==> config.mk <==
export PLATFORM = sky130hd
export DESIGN_NAME = geofence_feeder
export DESIGN_NICKNAME = d
export VERILOG_FILES = /design/src/rtl/geofence_feeder.sv
export SDC_FILE = /design/constraint.sdc
export NUM_CORES = 1
export LEC_CHECK = 0
export ABC_AREA = 1
export CAP_MARGIN = 10
export CORE_ASPECT_RATIO = 0.7
export CORE_MARGIN = 4
export CORE_UTILIZATION = 45
export DETAILED_ROUTE_END_ITERATION = 10
export HOLD_SLACK_MARGIN = 0.05
export SLEW_MARGIN = 20
export SYNTH_ARGS = -nofsm -noshare
export SYNTH_HDL_FRONTEND = slang
export SYNTH_SLANG_ARGS = --single-unit
export TNS_END_PERCENT = 1
==> constraint.sdc <==
create_clock -name clk -period 2.3 [get_ports clk]
set_input_delay 0.345 -clock clk [delete_from_list [all_inputs] [get_ports clk]]
set_output_delay 0.345 -clock clk [all_outputs]
set_load 0.02 [all_outputs]
==> src/rtl/geofence_feeder.sv <==
`default_nettype none
// ============================================================================
//  Module      : geofence_feeder
//  Description : Upstream stage of the geofence engine. Accepts 7-point fence
//                frames (target T, then six vertices) over a valid/ready
//                stream into a ping-pong buffer. Each complete frame is
//                replayed on X/Y in the engine's fixed 26-cycle cadence. The
//                engine is held in reset whenever no complete frame is ready.
//  Revision    : 1.0  initial release
// ============================================================================
module geofence_feeder #(
    parameter int W      = 10,
    parameter int NPTS   = 7,
    parameter int PERIOD = 26,
    parameter int NBUF   = 2
) (
    input  logic         clk,
    input  logic         reset,
    input  logic         in_valid,
    output logic         in_ready,
    input  logic [W-1:0] in_x,
    input  logic [W-1:0] in_y,
    input  logic         in_last,
    output logic [W-1:0] X,
    output logic [W-1:0] Y,
    output logic         gf_reset,
    output logic         frame_start,
    output logic         frame_err
);

    localparam logic [0:0] c_IDLE       = 1'b0;
    localparam logic [0:0] c_STREAM     = 1'b1;
    localparam logic [2:0] c_LAST_IDX   = 3'(NPTS - 1);
    localparam logic [4:0] c_REL_PHASE  = 5'(NPTS - 1);
    localparam logic [4:0] c_LAST_PHASE = 5'(PERIOD - 1);

    // Frame storage: one slot of NPTS points per buffer
    logic [W-1:0]    r_buf_x [NBUF][NPTS];
    logic [W-1:0]    r_buf_y [NBUF][NPTS];

    logic [NBUF-1:0] r_full;
    logic [NBUF-1:0] w_full_next;
    logic            r_wr_sel;
    logic            r_rd_sel;
    logic [2:0]      r_wr_idx;
    logic [4:0]      r_phase;
    logic [0:0]      r_state;
    logic            r_ready_en;
    logic [W-1:0]    r_x;
    logic [W-1:0]    r_y;
    logic            r_gf_reset;
    logic            r_frame_start;
    logic            r_frame_err;

    logic            w_accept;
    logic            w_close;
    logic            w_release;
    logic [2:0]      w_nxt_idx;

    // r_ready_en keeps in_ready low during reset even though buffers are empty
    assign in_ready    = r_ready_en & ~r_full[r_wr_sel];
    assign w_accept    = in_valid & in_ready;
    assign w_close     = w_accept & in_last & (r_wr_idx == c_LAST_IDX);
    assign w_release   = (r_state == c_STREAM) & (r_phase == c_REL_PHASE);
    assign w_nxt_idx   = r_phase[2:0] + 3'd1;

    assign X           = r_x;
    assign Y           = r_y;
    assign gf_reset    = r_gf_reset;
    assign frame_start = r_frame_start;
    assign frame_err   = r_frame_err;

    // Release of the read buffer and close of the write buffer may coincide;
    // they always target different buffers, so both updates apply.
    always_comb begin
        w_full_next = r_full;
        if (w_release) w_full_next[r_rd_sel] = 1'b0;
        if (w_close)   w_full_next[r_wr_sel] = 1'b1;
    end

    // Point storage write; contents need no reset since r_full gates their use
    always_ff @(posedge clk) begin
        if (w_accept) begin
            r_buf_x[r_wr_sel][r_wr_idx] <= in_x;
            r_buf_y[r_wr_sel][r_wr_idx] <= in_y;
        end
    end

    // Write-side framing: close on in_last at the final index, discard otherwise
    always_ff @(posedge clk) begin
        if (!reset) begin
            r_ready_en  <= 1'b0;
            r_wr_sel    <= 1'b0;
            r_wr_idx    <= 3'd0;
            r_frame_err <= 1'b0;
            r_full      <= '0;
        end else begin
            r_ready_en  <= 1'b1;
            r_frame_err <= 1'b0;
            r_full      <= w_full_next;
            if (w_accept) begin
                if (w_close) begin
                    r_wr_sel <= ~r_wr_sel;
                    r_wr_idx <= 3'd0;
                end else if (in_last || (r_wr_idx == c_LAST_IDX)) begin
                    r_wr_idx    <= 3'd0;
                    r_frame_err <= 1'b1;
                end else begin
                    r_wr_idx <= r_wr_idx + 3'd1;
                end
            end
        end
    end

    // Read-side sequencer: IDLE holds the engine in reset, STREAM replays a frame
    always_ff @(posedge clk) begin
        if (!reset) begin
            r_state       <= c_IDLE;
            r_phase       <= 5'd0;
            r_rd_sel      <= 1'b0;
            r_x           <= '0;
            r_y           <= '0;
            r_gf_reset    <= 1'b1;
            r_frame_start <= 1'b0;
        end else begin
            r_frame_start <= 1'b0;
            if (r_state == c_IDLE) begin
                if (r_full[r_rd_sel]) begin
                    r_state       <= c_STREAM;
                    r_phase       <= 5'd0;
                    r_gf_reset    <= 1'b0;
                    r_x           <= r_buf_x[r_rd_sel][0];
                    r_y           <= r_buf_y[r_rd_sel][0];
                    r_frame_start <= 1'b1;
                end else begin
                    r_gf_reset <= 1'b1;
                    r_x        <= '0;
                    r_y        <= '0;
                end
            end else if (r_phase > c_LAST_PHASE) begin
                // Unreachable phase values: recover to a safe idle
                r_state    <= c_IDLE;
                r_phase    <= 5'd0;
                r_gf_reset <= 1'b1;
                r_x        <= '0;
                r_y        <= '0;
            end else if (r_phase == c_LAST_PHASE) begin
                // r_rd_sel already points at the sibling buffer (flipped at release)
                if (r_full[r_rd_sel]) begin
                    r_phase       <= 5'd0;
                    r_x           <= r_buf_x[r_rd_sel][0];
                    r_y           <= r_buf_y[r_rd_sel][0];
                    r_frame_start <= 1'b1;
                end else begin
                    r_state    <= c_IDLE;
                    r_phase    <= 5'd0;
                    r_gf_reset <= 1'b1;
                    r_x        <= '0;
                    r_y        <= '0;
                end
            end else begin
                r_phase <= r_phase + 5'd1;
                if (r_phase < c_REL_PHASE) begin
                    r_x <= r_buf_x[r_rd_sel][w_nxt_idx];
                    r_y <= r_buf_y[r_rd_sel][w_nxt_idx];
                end else begin
                    r_x <= '0;
                    r_y <= '0;
                end
                if (w_release) r_rd_sel <= ~r_rd_sel;
            end
        end
    end

endmodule
`default_nettype wire

* After elaboration in Yosys (flattened, before gate mapping)
Memories as Yosys holds them, arrays and structs flattened. A register that Yosys moved wholly into a read port is not among the register bits. Cells that the tools add are included.
Storage, ports and cells: register bits after elaboration 37, bits in latches 0, memory bits (writable) 280, bits in read-only memories 0, input bits 24, output and inout bits 24, logic and storage cells 111, memories 2
Cells by class: $add $sub $neg 3, $mul 0, div/mod/pow operators 0, $lt $le $gt $ge 9, equality and inequality tests 5, shift-type cells 0, muxes and demuxes 54, bitwise gates (word level) 17, reduce and logical (&&, ||, !) cells 9
Memories:
- r_buf_x | depth 2, width 70, read ports 1, clocked after memory_dff 1, wr ports 1, RTL line 38 | logic [W-1:0] r_buf_x [NBUF][NPTS];
- r_buf_y | depth 2, width 70, read ports 1, clocked after memory_dff 1, wr ports 1, RTL line 39 | logic [W-1:0] r_buf_y [NBUF][NPTS];
Operators by type and width (count):
- 2-to-1 mux 10 bit | 15
- 2-to-1 mux 70 bit | 1
- binary-select mux 10 bit (select 3 bit) | 2
- demux 10 bit (select 3 bit) | 1
- 2-to-1 mux 1 bit | 25
- 2-to-1 mux 5 bit | 4
- greater-or-equal comparator 4 bit, second input constant | 2
- inverter 3 -> 4 bit | 2
- inverter 1 bit | 7
- adder 3 x 1 -> 3 bit, second input constant | 2
- 2-to-1 mux 3 bit | 2
- adder 5 x 1 -> 5 bit, second input constant | 1
- AND 1 bit | 5
- == test 5 x 3 -> 1 bit, second input constant | 1
- == test 5 bit, second input constant | 1
- greater-than comparator 5 bit, second input constant | 1
- < comparator 5 x 3 -> 1 bit, second input constant | 1
- < comparator 1 x 2 -> 1 bit, second input constant | 2
- < comparator 4 x 1 -> 1 bit, second input constant | 1
- 2-to-1 mux 2 bit | 2
- AND reduction 2 bit | 2
- AND reduction 4 bit | 1
- == test 3 bit, second input constant | 1
- logical AND 1 bit | 3
- other kinds (10) | 12

* Longest topological paths before layout
word-level depth 9, mapped depth 14, mapped depth without buffers 10

* Worst setup path before layout
Ideal clock, no wire load.
path type register -> register, start register r_wr_sel, end memory r_buf_x[0][0] (netlist name), enable pin, setup time 0.397 ns, arrival 1.994 ns, required time 1.903 ns, slack -0.090 ns, cell stages (with the launch flop) 9, buffers on the path 1, period minus slack after synthesis 2.390 ns, cell sequence dfxtp_1 -> buf_6 -> nand2_1 -> nand2_1 -> a21oi_4 -> nand2_4 -> nor2_4 -> nand3_2 -> nor2_1
Between the ends: word-level cells in the longest chain between the ends 7
RTL lines:
- start, declared | RTL line 43 | logic r_wr_sel;
- start signal, assigned | RTL line 103 | r_wr_sel <= ~r_wr_sel;
- 2-to-1 mux 1 bit (implied by the code) (2 in a row) | RTL line 61 | assign in_ready = r_ready_en & ~r_full[r_wr_sel];
- inverter 1 bit | RTL line 61
- AND 1 bit | RTL line 61
- named net in_ready | RTL line 20 | output logic in_ready,
- AND 1 bit | RTL line 62 | assign w_accept = in_valid & in_ready;
- 2-to-1 mux 1 bit | RTL line 83 | if (w_accept) begin
- 2-to-1 mux 70 bit (implied by the code) | RTL line 84 | r_buf_x[r_wr_sel][r_wr_idx] <= in_x;
- end, declared | RTL line 38
The timed path passes the listed nets, and every way through them passes these cells. The select of a mux whose other input is x is not followed.

==> flow_summary.json <==
{
  "dieArea_sq_um": 32900,
  "r2r_slack_ns": 0.30,
  "num_rows": 52,
  "endpoint_kind": "register",
  "io-pin-count": 48,
  "seq_power_share_pct": 55.3,
  "outcome": "finished, final reports clean",
  "yosysUniqueCellTypes": 35,
  "multi_input_area_sq_um": 3410,
  "wl_microns": 33700,
  "vdd_drop_max_uv": 696,
  "first_pass_iters": 7,
  "swShare_pct": 19.9,
  "clock_latency_ns": 0.57,
  "yosysMostFrequentCell": "nand2_1",
  "min_from": "gf_reset$_SDFFE_PN1P_",
  "synth_top_area_share_pct": 62.3,
  "vias": 8957,
  "syn_nets": 1308,
  "synth-xor-area-share_pct": 0.315,
  "cp_cell_sequence": "inv_4, buf_4, nand2_1, nand3_1, nand2_1, nand2_1, nand3_1, nand3_1, nand2_1",
  "post-route-min-period_ns": 2.00,
  "crit_path_frequent_cell": "nand2_1",
  "tns_ns": 0,
  "ys.flop_type": "edfxtp_1",
  "cts_buffer_depth": 3,
  "netSwitchingPower_uw": 2270,
  "critPathLaunchType": "register",
  "seqCellArea_sq_um": 9170,
  "place_hpwl_microns": 21400,
  "synth-simple-area-share_pct": 22.7,
  "setup_viol": 0,
  "slew_headroom_pct": 51.3,
  "drv_cap": 0,
  "worstPathArrival_ns": 2.44,
  "critPathRequiredTime_ns": 2.74,
  "leakage_uw": 0.00619,
  "p_int_uw": 9160,
  "cts_sinks": 318,
  "synthTopCellsByCount": "nand2_1, edfxtp_1, nand3_1",
  "synth.area.top_cells": "edfxtp_1, nand2_1, nand3_1",
  "grt_overflow": 0,
  "critPathMaxFanout": 36,
  "drc": 0,
  "combPwrFrac_pct": 2.0,
  "grt_pass1_wl_microns": 51300,
  "slowest_stage": "dfxtp_4",
  "critical_path_class": "reg2reg",
  "syn_avg_cell_area_sq_um": 10.5,
  "antennaDiodeCount": 0,
  "place.gp.congestion": 0.818,
  "skew_ns": 0.0166,
  "antenna_found_initial": 0,
  "syn_area_sq_um": 13500,
  "start_util_pct": 46.2,
  "core_sq_um": 29200,
  "track_usage_pct": 20.2,
  "die_w_microns": 215,
  "yosysSeqAreaShare_pct": 68.0,
  "max_freq_mhz": 499,
  "clk_pin_slew_ns": 0.06,
  "cts_root_buffer": "clkbuf_16",
  "period_share_pct": 87.1,
  "holdWs_ns": 0.460,
  "placed_cell_area_sq_um": 14500,
  "wl_per_cell_microns": 19.3,
  "crit_path_max_incr_delay_ns": 0.45,
  "n_fill_cell": 2551,
  "detail_route.vias_per_cell": 5.13,
  "drive_above_1_share_pct": 9.36,
  "synth_edf_count": 280,
  "yosys.area.top_type": "edfxtp_1",
  "drtAntennaViolNets": 0,
  "power_density_nw_per_um2": 739,
  "synth_mux_area_share_pct": 0,
  "yosys_warnings": 0,
  "synthAdderAreaFrac_pct": 0.464,
  "clkPwrFrac_pct": 42.8,
  "synth_cells": 1279,
  "hp-class": "reg2reg",
  "worst_slew_pin_slew_ns": 0.728,
  "hold_viol": 0,
  "yosys_register_bits": 318,
  "cts_tree": "built",
  "synth_compound_area_share_pct": 1.50,
  "portBuffers": 47,
  "synthToLayoutAreaGrowth_pct": 14.6,
  "grt_setup_unrepaired": "false",
  "maxSlewViolCount": 0,
  "grt_pass1_vias": 8455,
  "fin_area_sq_um": 15500,
  "nets": 1373,
  "htreeDepth": 1,
  "grt_max_degree": 77,
  "dieHeight_microns": 153,
  "drt_iter0_markers": 944,
  "synth_top_family_by_area": "simple AND/OR/NAND/NOR gates",
  "synthArstFlopShare_pct": 0,
  "cts_made_buffers": 30
}
## cell usage in the layout (no fill, tap or decap), types with 8 or more instances in the layout
master             n
nand3_1          172
dfxtp_1           36
clkinv_2           9
clkbuf_16         31
buf_4             38
buf_12             8
nor2_2            17
o21ai_0           12
clkdlybuf4s50_1   46
nor2_1            58
or2_1             21
nand2_1          432
edfxtp_1         280
inv_1            134
a21oi_1            9
## power by group through the flow
stage               combinational [uW]  sequential (uW)  clock (uW)
global route                       244             6310        5240
finish                             223             6320        4890
detailed placement                 224             6440           0
global placement                   218             6440           0
floorplan                         62.4             6440           0
CTS                                224             6320        5000
## stage by stage
step	utilization (%)	total power, uW	instances	setup WS, ns
final	52.9	11400	1745	0.296
after global routing	52.9	11800	1745	0.146
after CTS	52.9	11500	1745	0.0244
after detailed placement	49.6	6670	1690	0.230
after global placement	49.6	6660	1690	0.252
after floorplan	-	6500	1279	-0.0904
## worst max-delay path, delay by kind of cell (launching register included)
family | cells | cell delay (ns)
buf+inv | 2 | 0.76
simple gates | 7 | 0.64
flops | 1 | 0.45
## logic make-up (layout without fill, tap and decap cells)
logic type                 Yosys count  in the layout
AOI/OAI and AO/OA                   34             34
xor gates and xnor gates             4              4
adders and majority gates            5              5
buffers and inverters              199            287
DFF                                318            318
and+or+nand+nor                    719            719
## repair_timing
action,in CTS,in global routing
hold endpoints to repair,0,0
setup buffers,0,0
hold buffers,0,0
setup endpoints to repair,0,1
resized for setup,0,1
## layer usage
layer / up-vias / routed length (microns) / track usage, %
met5: - / 0 / 0
met4: 0 / 560 / 3.64
met3: 45 / 2710 / 3.77
met2: 300 / 14500 / 30.4
met1: 4289 / 15900 / 31.1
li1: 4323 / - / -
## final timing paths
check,to,cells past startpoint
worst max-delay path,Y[4]$_SDFF_PN0_,9
worst min-delay path,gf_reset$_SDFFE_PN1P_,2
worst max register to register,Y[4]$_SDFF_PN0_,9
worst min register to register,gf_reset$_SDFFE_PN1P_,2
## state kept, by name, summed over array words and instances (netlist names), named ones only
register and cells:
r_buf_x 140, X 10, r_buf_y 140, r_wr_idx 3, r_state 1, frame_err 1, r_rd_sel 1, r_phase 5
gf_reset 1, r_wr_sel 1, r_full 2, Y 10, frame_start 1, r_ready_en 1
## area by class of cell
class	instances	share of cell area, %
flip-flops and latches	318	59.3
repair buffers	93	5.94
clock inverters	18	1.04
well taps	378	3.06
inverters	139	3.41
multi-input cells	762	22.1
clock buffers	37	5.16
No activity file was read; power rests on OpenSTA's default activity.
